## src/rtl/vm_pkg.sv

```systemverilog
// rtl/vm_pkg.sv - shared coin constants, coin FSM state type and value decode
package vm_pkg;

  localparam int COIN_W = 3;

  localparam logic [4:0] COIN_V1  = 5'd1;
  localparam logic [4:0] COIN_V5  = 5'd5;
  localparam logic [4:0] COIN_V10 = 5'd10;

  typedef enum logic {
    IDLE = 1'b0,
    HOLD = 1'b1
  } coin_state_t;

  // Zero for any code that is not exactly one-hot.
  function automatic logic [4:0] coin_value(input logic [COIN_W-1:0] code);
    case (code)
      3'b001:  coin_value = COIN_V1;
      3'b010:  coin_value = COIN_V5;
      3'b100:  coin_value = COIN_V10;
      default: coin_value = 5'd0;
    endcase
  endfunction

endpackage

```

## src/rtl/sw_debounce.sv

```systemverilog
// rtl/sw_debounce.sv - vector debouncer, level accepted after a run of identical samples
module sw_debounce #(
  parameter int WIDTH           = 1,
  parameter int DEBOUNCE_CYCLES = 20,
  parameter int CNT_W           = 8
) (
  input  logic             clk,
  input  logic             reset,
  input  logic [WIDTH-1:0] raw,
  output logic [WIDTH-1:0] stable
);

  localparam logic [CNT_W-1:0] CNT_LAST = CNT_W'(DEBOUNCE_CYCLES - 1);

  logic [WIDTH-1:0] cand_q;
  logic [CNT_W-1:0] cnt_q;

  // Any change restarts the run; a full run of a new value replaces the stable level.
  always_ff @(posedge clk) begin
    if (reset) begin
      cand_q <= '0;
      cnt_q  <= '0;
      stable <= '0;
    end else if (raw != cand_q) begin
      cand_q <= raw;
      cnt_q  <= '0;
    end else if (cand_q != stable) begin
      if (cnt_q == CNT_LAST) begin
        stable <= cand_q;
        cnt_q  <= '0;
      end else begin
        cnt_q <= cnt_q + CNT_W'(1);
      end
    end else begin
      cnt_q <= '0;
    end
  end

endmodule

```

## src/rtl/vm_input_cond.sv

```systemverilog
// rtl/vm_input_cond.sv - switch debounce, edge events and coin validation (option: VM_INPUT_SYNC_EN)
module vm_input_cond
  import vm_pkg::*;
#(
  parameter int DEBOUNCE_CYCLES = 20,
  parameter int CNT_W           = 8
) (
  input  logic              clk,
  input  logic              reset,
  input  logic [COIN_W-1:0] i_coin,
  input  logic              i_confirm,
  input  logic              i_cancel,
  input  logic              i_finish,
  output logic              o_coin_valid,
  output logic [4:0]        o_coin_value,
  output logic              o_coin_err,
  output logic              o_confirm_p,
  output logic              o_cancel_p,
  output logic              o_finish_p
);

  logic [5:0] raw_all;

`ifdef VM_INPUT_SYNC_EN
  logic [5:0] sync1_q;
  logic [5:0] sync2_q;

  // Two-flop synchronizer in front of every debouncer for asynchronous switch levels.
  always_ff @(posedge clk) begin
    if (reset) begin
      sync1_q <= '0;
      sync2_q <= '0;
    end else begin
      sync1_q <= {i_coin, i_confirm, i_cancel, i_finish};
      sync2_q <= sync1_q;
    end
  end

  assign raw_all = sync2_q;
`else
  assign raw_all = {i_coin, i_confirm, i_cancel, i_finish};
`endif

  logic [COIN_W-1:0] coin_stable;
  logic              conf_stable, canc_stable, fin_stable;
  logic              conf_prev_q, canc_prev_q, fin_prev_q;
  logic              conf_rise, canc_rise, fin_rise;

  sw_debounce #(.WIDTH(COIN_W), .DEBOUNCE_CYCLES(DEBOUNCE_CYCLES), .CNT_W(CNT_W)) u_db_coin (
    .clk(clk), .reset(reset), .raw(raw_all[5:3]), .stable(coin_stable)
  );
  sw_debounce #(.WIDTH(1), .DEBOUNCE_CYCLES(DEBOUNCE_CYCLES), .CNT_W(CNT_W)) u_db_confirm (
    .clk(clk), .reset(reset), .raw(raw_all[2]), .stable(conf_stable)
  );
  sw_debounce #(.WIDTH(1), .DEBOUNCE_CYCLES(DEBOUNCE_CYCLES), .CNT_W(CNT_W)) u_db_cancel (
    .clk(clk), .reset(reset), .raw(raw_all[1]), .stable(canc_stable)
  );
  sw_debounce #(.WIDTH(1), .DEBOUNCE_CYCLES(DEBOUNCE_CYCLES), .CNT_W(CNT_W)) u_db_finish (
    .clk(clk), .reset(reset), .raw(raw_all[0]), .stable(fin_stable)
  );

  assign conf_rise = conf_stable & ~conf_prev_q;
  assign canc_rise = canc_stable & ~canc_prev_q;
  assign fin_rise  = fin_stable  & ~fin_prev_q;

  // Rising-edge pulses; a simultaneous cancel masks confirm so the FSM never sees both.
  always_ff @(posedge clk) begin
    if (reset) begin
      conf_prev_q <= 1'b0;
      canc_prev_q <= 1'b0;
      fin_prev_q  <= 1'b0;
      o_confirm_p <= 1'b0;
      o_cancel_p  <= 1'b0;
      o_finish_p  <= 1'b0;
    end else begin
      conf_prev_q <= conf_stable;
      canc_prev_q <= canc_stable;
      fin_prev_q  <= fin_stable;
      o_confirm_p <= conf_rise & ~canc_rise;
      o_cancel_p  <= canc_rise;
      o_finish_p  <= fin_rise;
    end
  end

  coin_state_t state_q, state_d;
  logic        valid_d, err_d;
  logic [4:0]  value_d;

  // Coin state register with registered event outputs.
  always_ff @(posedge clk) begin
    if (reset) begin
      state_q      <= IDLE;
      o_coin_valid <= 1'b0;
      o_coin_err   <= 1'b0;
      o_coin_value <= 5'd0;
    end else begin
      state_q      <= state_d;
      o_coin_valid <= valid_d;
      o_coin_err   <= err_d;
      o_coin_value <= value_d;
    end
  end

  // One event per insertion: report on leaving IDLE, then wait for the bus to clear.
  always_comb begin
    state_d = state_q;
    valid_d = 1'b0;
    err_d   = 1'b0;
    value_d = 5'd0;
    case (state_q)
      IDLE: begin
        if (coin_stable != '0) begin
          state_d = HOLD;
          if (coin_value(coin_stable) != 5'd0) begin
            valid_d = 1'b1;
            value_d = coin_value(coin_stable);
          end else begin
            err_d = 1'b1;
          end
        end
      end
      HOLD: begin
        if (coin_stable == '0) state_d = IDLE;
      end
    endcase
  end

endmodule

```

## config.mk

```make
export PLATFORM = sky130hd
export DESIGN_NAME = vm_input_cond
export DESIGN_NICKNAME = d
export VERILOG_FILES = /design/src/rtl/vm_pkg.sv /design/src/rtl/sw_debounce.sv /design/src/rtl/vm_input_cond.sv
export SDC_FILE = /design/constraint.sdc
export NUM_CORES = 1
export LEC_CHECK = 0
export CORE_MARGIN = 2
export CORE_UTILIZATION = 43
export DETAILED_ROUTE_END_ITERATION = 10
export RECOVER_POWER = 25
export SLEW_MARGIN = 10
export SYNTH_ARGS = -nofsm -noshare
export SYNTH_HDL_FRONTEND = slang
export SYNTH_SLANG_ARGS = --single-unit
```

## constraint.sdc

```tcl
create_clock -name clk -period 2.24 [get_ports clk]
set_clock_uncertainty 0.2 [all_clocks]
set_input_delay 0.336 -clock clk [delete_from_list [all_inputs] [get_ports clk]]
set_output_delay 0.336 -clock clk [all_outputs]
set_load 0.01 [all_outputs]
```

# Word-level counts from Yosys, hierarchy flattened
# Cells that the tools add are included.
# classes
addsub,4
eq_ne,15
mux,8
bitwise,19
reduce_logical,13
# op_table
cell,n
"adder 8 x 1 -> 8 bit, second input constant",4
"== test 8 x 5 -> 1 bit, second input constant",4
OR reduction 4 bit,5
inverter 1 bit,15
case mux 4 bit (3 select lines),1
AND reduction 3 bit,4
two-way mux 5 bit,2
!= test 1 bit,6
!= test 3 bit,2
nonzero test 5 bit,1
AND 1 bit,4
two-way mux 1 bit,4
"== test 3 x 1 -> 1 bit, second input constant",1
"== test 3 x 2 -> 1 bit, second input constant",1
"== test 3 bit, second input constant",1
logical NOT 3 bit,1
nonzero test 3 bit,1
OR reduction 3 bit,1
case mux 1 bit (2 select lines),1
# totals
reg_bits,58
input_bits,8
out_inout_bits,10
word_cells,81

# Longest topological paths before layout
# logic_depth
depth_word,7
ltp_mapped,6
mapped_depth_nobuf,5

# Modules after synthesis
# A second synthesis with hierarchy kept.
# hier_totals
hier_cells,238
area_unflattened_um2,2353.5
# by_module_without_submodules
module,n_inst,cells_per_inst,area_each_um2,seq_area_each_um2
sw_debounce (u_db_cancel ...),3,46,432.9,200.2
sw_debounce (u_db_coin),1,64,631.9,280.3
vm_input_cond,1,36,422.9,240.2

# Worst setup path before layout
# Ideal clock, no wire load.
# synth_timing
path_type,flip-flop to flip-flop
start,register u_db_confirm.cnt_q[0]
end,register u_db_confirm.stable
setup_time_ns,0.132
arrival_ns,1.220
t_required_ns,1.908
slack_ns,0.688
path_stages_with_launch,6
n_path_buf,0
synth_period_minus_slack_ns,1.552
path_cell_list,dfxtp_1 -> ha_1 -> nand2_1 -> or3_1 -> o21ai_0 -> a21oi_1
# synth_via
elab_chain_len,2
# synth_rtl
element,line_no,text
from (decl),sw_debounce.sv:16,logic [CNT_W-1:0] cnt_q;
from (signal assigned),sw_debounce.sv:32,cnt_q <= cnt_q + CNT_W'(1);
== test 8 x 5 -> 1 bit,sw_debounce.sv:28,if (cnt_q == CNT_LAST) begin
AND reduction 3 bit (no source line),n/a,
to (signal assigned),sw_debounce.sv:29,stable <= cand_q;
to (decl),sw_debounce.sv:10,output logic [WIDTH-1:0] stable
# Every way passes these cells.
# A chain may end at the register's enable or synchronous reset.

# Final worst setup path
# layout_timing
start,register o_cancel_p
end,output o_cancel_p
# layout_lines
element,line_no,text
from (decl),vm_input_cond.sv:18,"output logic o_cancel_p,"
from (signal assigned),vm_input_cond.sv:80,o_cancel_p <= canc_rise;
# No word-level cell between the ends.

==> results.sh <==
export IMPL_die_x_um=76.6
export IMPL_rsz0062_at_grt="false"
export IMPL_place_inst=317
export IMPL_synth_nets=251
export IMPL_crit_slowest_cell="clkdlybuf4s50_1"
export IMPL_worst_slew_pin_slew_ns=0.591
export IMPL_max_stage_delay_ns=0.54
export IMPL_ir_drop_v=0.000278
export IMPL_antenna_found_initial=0
export IMPL_drive_above_1_share_pct=6.67
export IMPL_htree_levels=2
export IMPL_holdBufCountCts=0
export IMPL_ant_nets=0
export IMPL_synth_avg_cell_area_sq_um=9.48
export IMPL_clk_latency_ns=0.31
export IMPL_reg2reg_from="u_db_confirm.cnt_q[0]$_SDFF_PP0_"
export IMPL_ios=18
export IMPL_hold_path_end="o_confirm_p$_SDFF_PP0_"
export IMPL_placement_io_buffers=16
export IMPL_tns_ns=0
export IMPL_r2r_setup_slack_ns=0.52
export IMPL_crit_fanout=1
export IMPL_critPathTopFamily="buffers and inverters"
export IMPL_via_count=1515
export IMPL_end_kind="primary output"
export IMPL_setup_viol=0
export IMPL_finalCritPeriodShare_pct=78.1
export IMPL_leakage_nw=0.933
export IMPL_dr_pass1_iters=4
export IMPL_netlist_area_sq_mm=0.00227
export IMPL_ys_types=39
export IMPL_cts_resized=0
export IMPL_critPathKind="reg -> out"
export IMPL_drt_iter0_drc=64
export IMPL_overflow=0
export IMPL_arrival_ns=1.21
export IMPL_max_cap_viol_count=0
export IMPL_first_global_vias=1367
export IMPL_drc=0
export IMPL_max_clock_freq_mhz=572
export IMPL_power_mw=1.71
export IMPL_detailed_place_hpwl_um=2440
export IMPL_yosys_register_bits=56
export IMPL_netlist_instances=239
export IMPL_grt_pass1_wl_um=6230
export IMPL_dieArea_sq_mm=0.00587
export IMPL_die_h_um=76.6
export IMPL_holdPathStages=1
export IMPL_finalHoldViolations=0
export IMPL_reg2reg_to="u_db_confirm.cnt_q[2]$_SDFF_PP0_"
export IMPL_status="finished, final reports clean"
export IMPL_numClockSinks=56
export IMPL_gp_congestion=0.720
export IMPL_min_from="conf_prev_q$_SDFF_PP0_"
export IMPL_stdcell_area_sq_mm=0.00258
export IMPL_gr_usage_all_layers_pct=13.2
export IMPL_cp_cell_sequence="clkdlybuf4s50_1"
export IMPL_coreArea_sq_mm=0.00511
export IMPL_viasPerCell=4.66
export IMPL_placed_area_sq_mm=0.00247
export IMPL_fp_row_count=26
export IMPL_worst_path_buf_inv=1
export IMPL_synth_warnings=0
export IMPL_n_antenna_cell=0
export IMPL_synth_seq_area_share_pct=49.5
export IMPL_initial_utilization_pct=44.4
export IMPL_r2r_cells=5
export IMPL_fin_crit_ns=1.75
export IMPL_clockRootBuffer="clkbuf_8"
export IMPL_clockBufferDepth=2
export IMPL_post_cts_buffers=0
export IMPL_worstSetupStartpointType="flop"
export IMPL_wirelength_um=3490
export IMPL_wl_per_cell_um=10.7
export IMPL_maxSlewHeadroom_pct=60.1
export IMPL_path_clk_slew_ns=0.10
export IMPL_grt_max_degree=18
export IMPL_hp_class="reg -> reg"
export IMPL_required_ns=1.70
export IMPL_fin_nets=266
export IMPL_syn2layout_area_growth_pct=14.0
export IMPL_cts_tree="built"
export IMPL_slew_violations=0
export IMPL_cts_buffers=5
export IMPL_p_per_area_mw_per_mm2=662
export IMPL_instances_no_fill=325
## report_power, final
part / leakage (nW) / switching (mW) / internal (mW)
Clock: 0.0541 / 0.317 / 0.331
Sequential: 0.453 / 0.00704 / 1.00
Combinational: 0.426 / 0.0254 / 0.0261
Total: 0.933 / 0.349 / 1.36
## cells in the mapped netlist
| cell type | count | share of area, % |
|---|---|---|
| nand2_1 | 13 | 2.2 |
| ha_1 | 4 | 2.2 |
| nand4bb_1 | 1 | 0.50 |
| buf_4 | 3 | 0.99 |
| xnor2_1 | 12 | 4.6 |
| nor2_1 | 38 | 6.3 |
| nor4b_2 | 1 | 0.66 |
| a22oi_1 | 1 | 0.33 |
| or3_1 | 3 | 0.83 |
| nor3b_2 | 1 | 0.55 |
| clkbuf_1 | 2 | 0.33 |
| o21ai_1 | 1 | 0.22 |
| and2_1 | 2 | 0.55 |
| nor4b_1 | 4 | 1.5 |
| o41ai_1 | 1 | 0.39 |
| nand3b_1 | 2 | 0.66 |
| xor2_1 | 20 | 7.7 |
| inv_1 | 3 | 0.50 |
| dfxtp_1 | 56 | 49 |
| o21ai_0 | 3 | 0.66 |
| nor4_1 | 1 | 0.28 |
| and2_2 | 1 | 0.33 |
| nor3b_1 | 2 | 0.66 |
| nor2b_1 | 11 | 3.0 |
| buf_2 | 4 | 0.88 |
| nand4_1 | 4 | 1.1 |
| nand3_1 | 8 | 1.8 |
| and3b_1 | 1 | 0.39 |
| nand2b_1 | 6 | 1.7 |
| a21oi_1 | 6 | 1.3 |
| or2_2 | 2 | 0.55 |
| nor3_1 | 7 | 1.5 |
| conb_1 | 1 | 0.17 |
| nand4b_1 | 1 | 0.39 |
| a41o_1 | 1 | 0.44 |
| and3_1 | 6 | 1.7 |
| or4_4 | 1 | 0.50 |
| mux2i_1 | 3 | 1.3 |
| or3b_2 | 2 | 0.77 |
## area by class of cell
type | instances | area [sq um]
fill | 500 | 2520
sequential | 56 | 1120
multi-input combinational | 171 | 1080
timing repair buffer | 17 | 168
tap | 70 | 87.6
clock buffer | 5 | 68.8
clock inverter | 3 | 42.5
inverter | 3 | 11.3
## layer usage
metal  vias up  share of wire [%]  GRT usage (%)
met3         7                3.3           4.03
li1        824                  -              -
met4         0                2.1           6.00
met1       665                 53           17.6
met5         -                  0              0
met2        19                 42           19.6
## worst max path at each step
stage | start | endpoint | slack (ns) | depth (start not counted)
5_1_grt | i_cancel | u_db_cancel.cnt_q[7]$_SDFF_PP0_ | 0.34 | 5
2_1_floorplan | u_db_confirm.cnt_q[0]$_SDFF_PP0_ | u_db_confirm.stable$_SDFFE_PP0P_ | 0.69 | 5
6_report | o_cancel_p$_SDFF_PP0_ | o_cancel_p | 0.49 | 1
4_1_cts | o_cancel_p$_SDFF_PP0_ | o_cancel_p | 0.48 | 1
3_5_place_dp | i_cancel | u_db_cancel.cnt_q[7]$_SDFF_PP0_ | 0.18 | 5
3_3_place_gp | i_cancel | u_db_cancel.cnt_q[7]$_SDFF_PP0_ | 0.20 | 5
## state kept, by name, summed over array words and instances (netlist names), 3 cells and up
| signal | count |
|---|---|
| u_db_coin.cnt_q | 8 |
| u_db_cancel.cnt_q | 8 |
| u_db_confirm.cnt_q | 8 |
| u_db_finish.cnt_q | 8 |
| o_coin_value | 3 |
| u_db_coin.cand_q | 3 |
| u_db_coin.stable | 3 |
## placed cells by master (no fill, tap or decap), types with 4 or more instances in the layout
cell / instances
dfxtp_1: 56
nor2_1: 38
xor2_1: 20
clkdlybuf4s50_1: 15
nand2_1: 13
xnor2_1: 12
nor2b_1: 11
nand3_1: 8
nor3_1: 7
a21oi_1: 6
and3_1: 6
nand2b_1: 6
clkbuf_8: 5
nand4_1: 4
nor4b_1: 4
ha_1: 4
## cell families (layout without fill, tap and decap cells)
group                      Yosys count  after routing  share of synthesized area [%]
adders and majority gates            4              4                           2.21
and+or+nand+nor                    118            118                           28.4
other                                1              1                          0.165
buffers and inverters               12             28                           2.71
AOI/OAI and AO/OA                   13             13                           3.37
muxes                                3              3                           1.33
DFF                                 56             56                           49.5
xor gates and xnor gates            32             32                           12.4
## stage by stage
step	setup WS, ns	hold WS (ns)	util [%]
after CTS	0.482	0.201	50.6
after floorplan	0.688	0.167	-
after detailed placement	0.176	0.174	48.4
after global routing	0.340	0.220	50.6
final	0.491	0.196	50.6
after global placement	0.196	0.183	48.4
No activity file was read; power rests on OpenSTA's default activity.
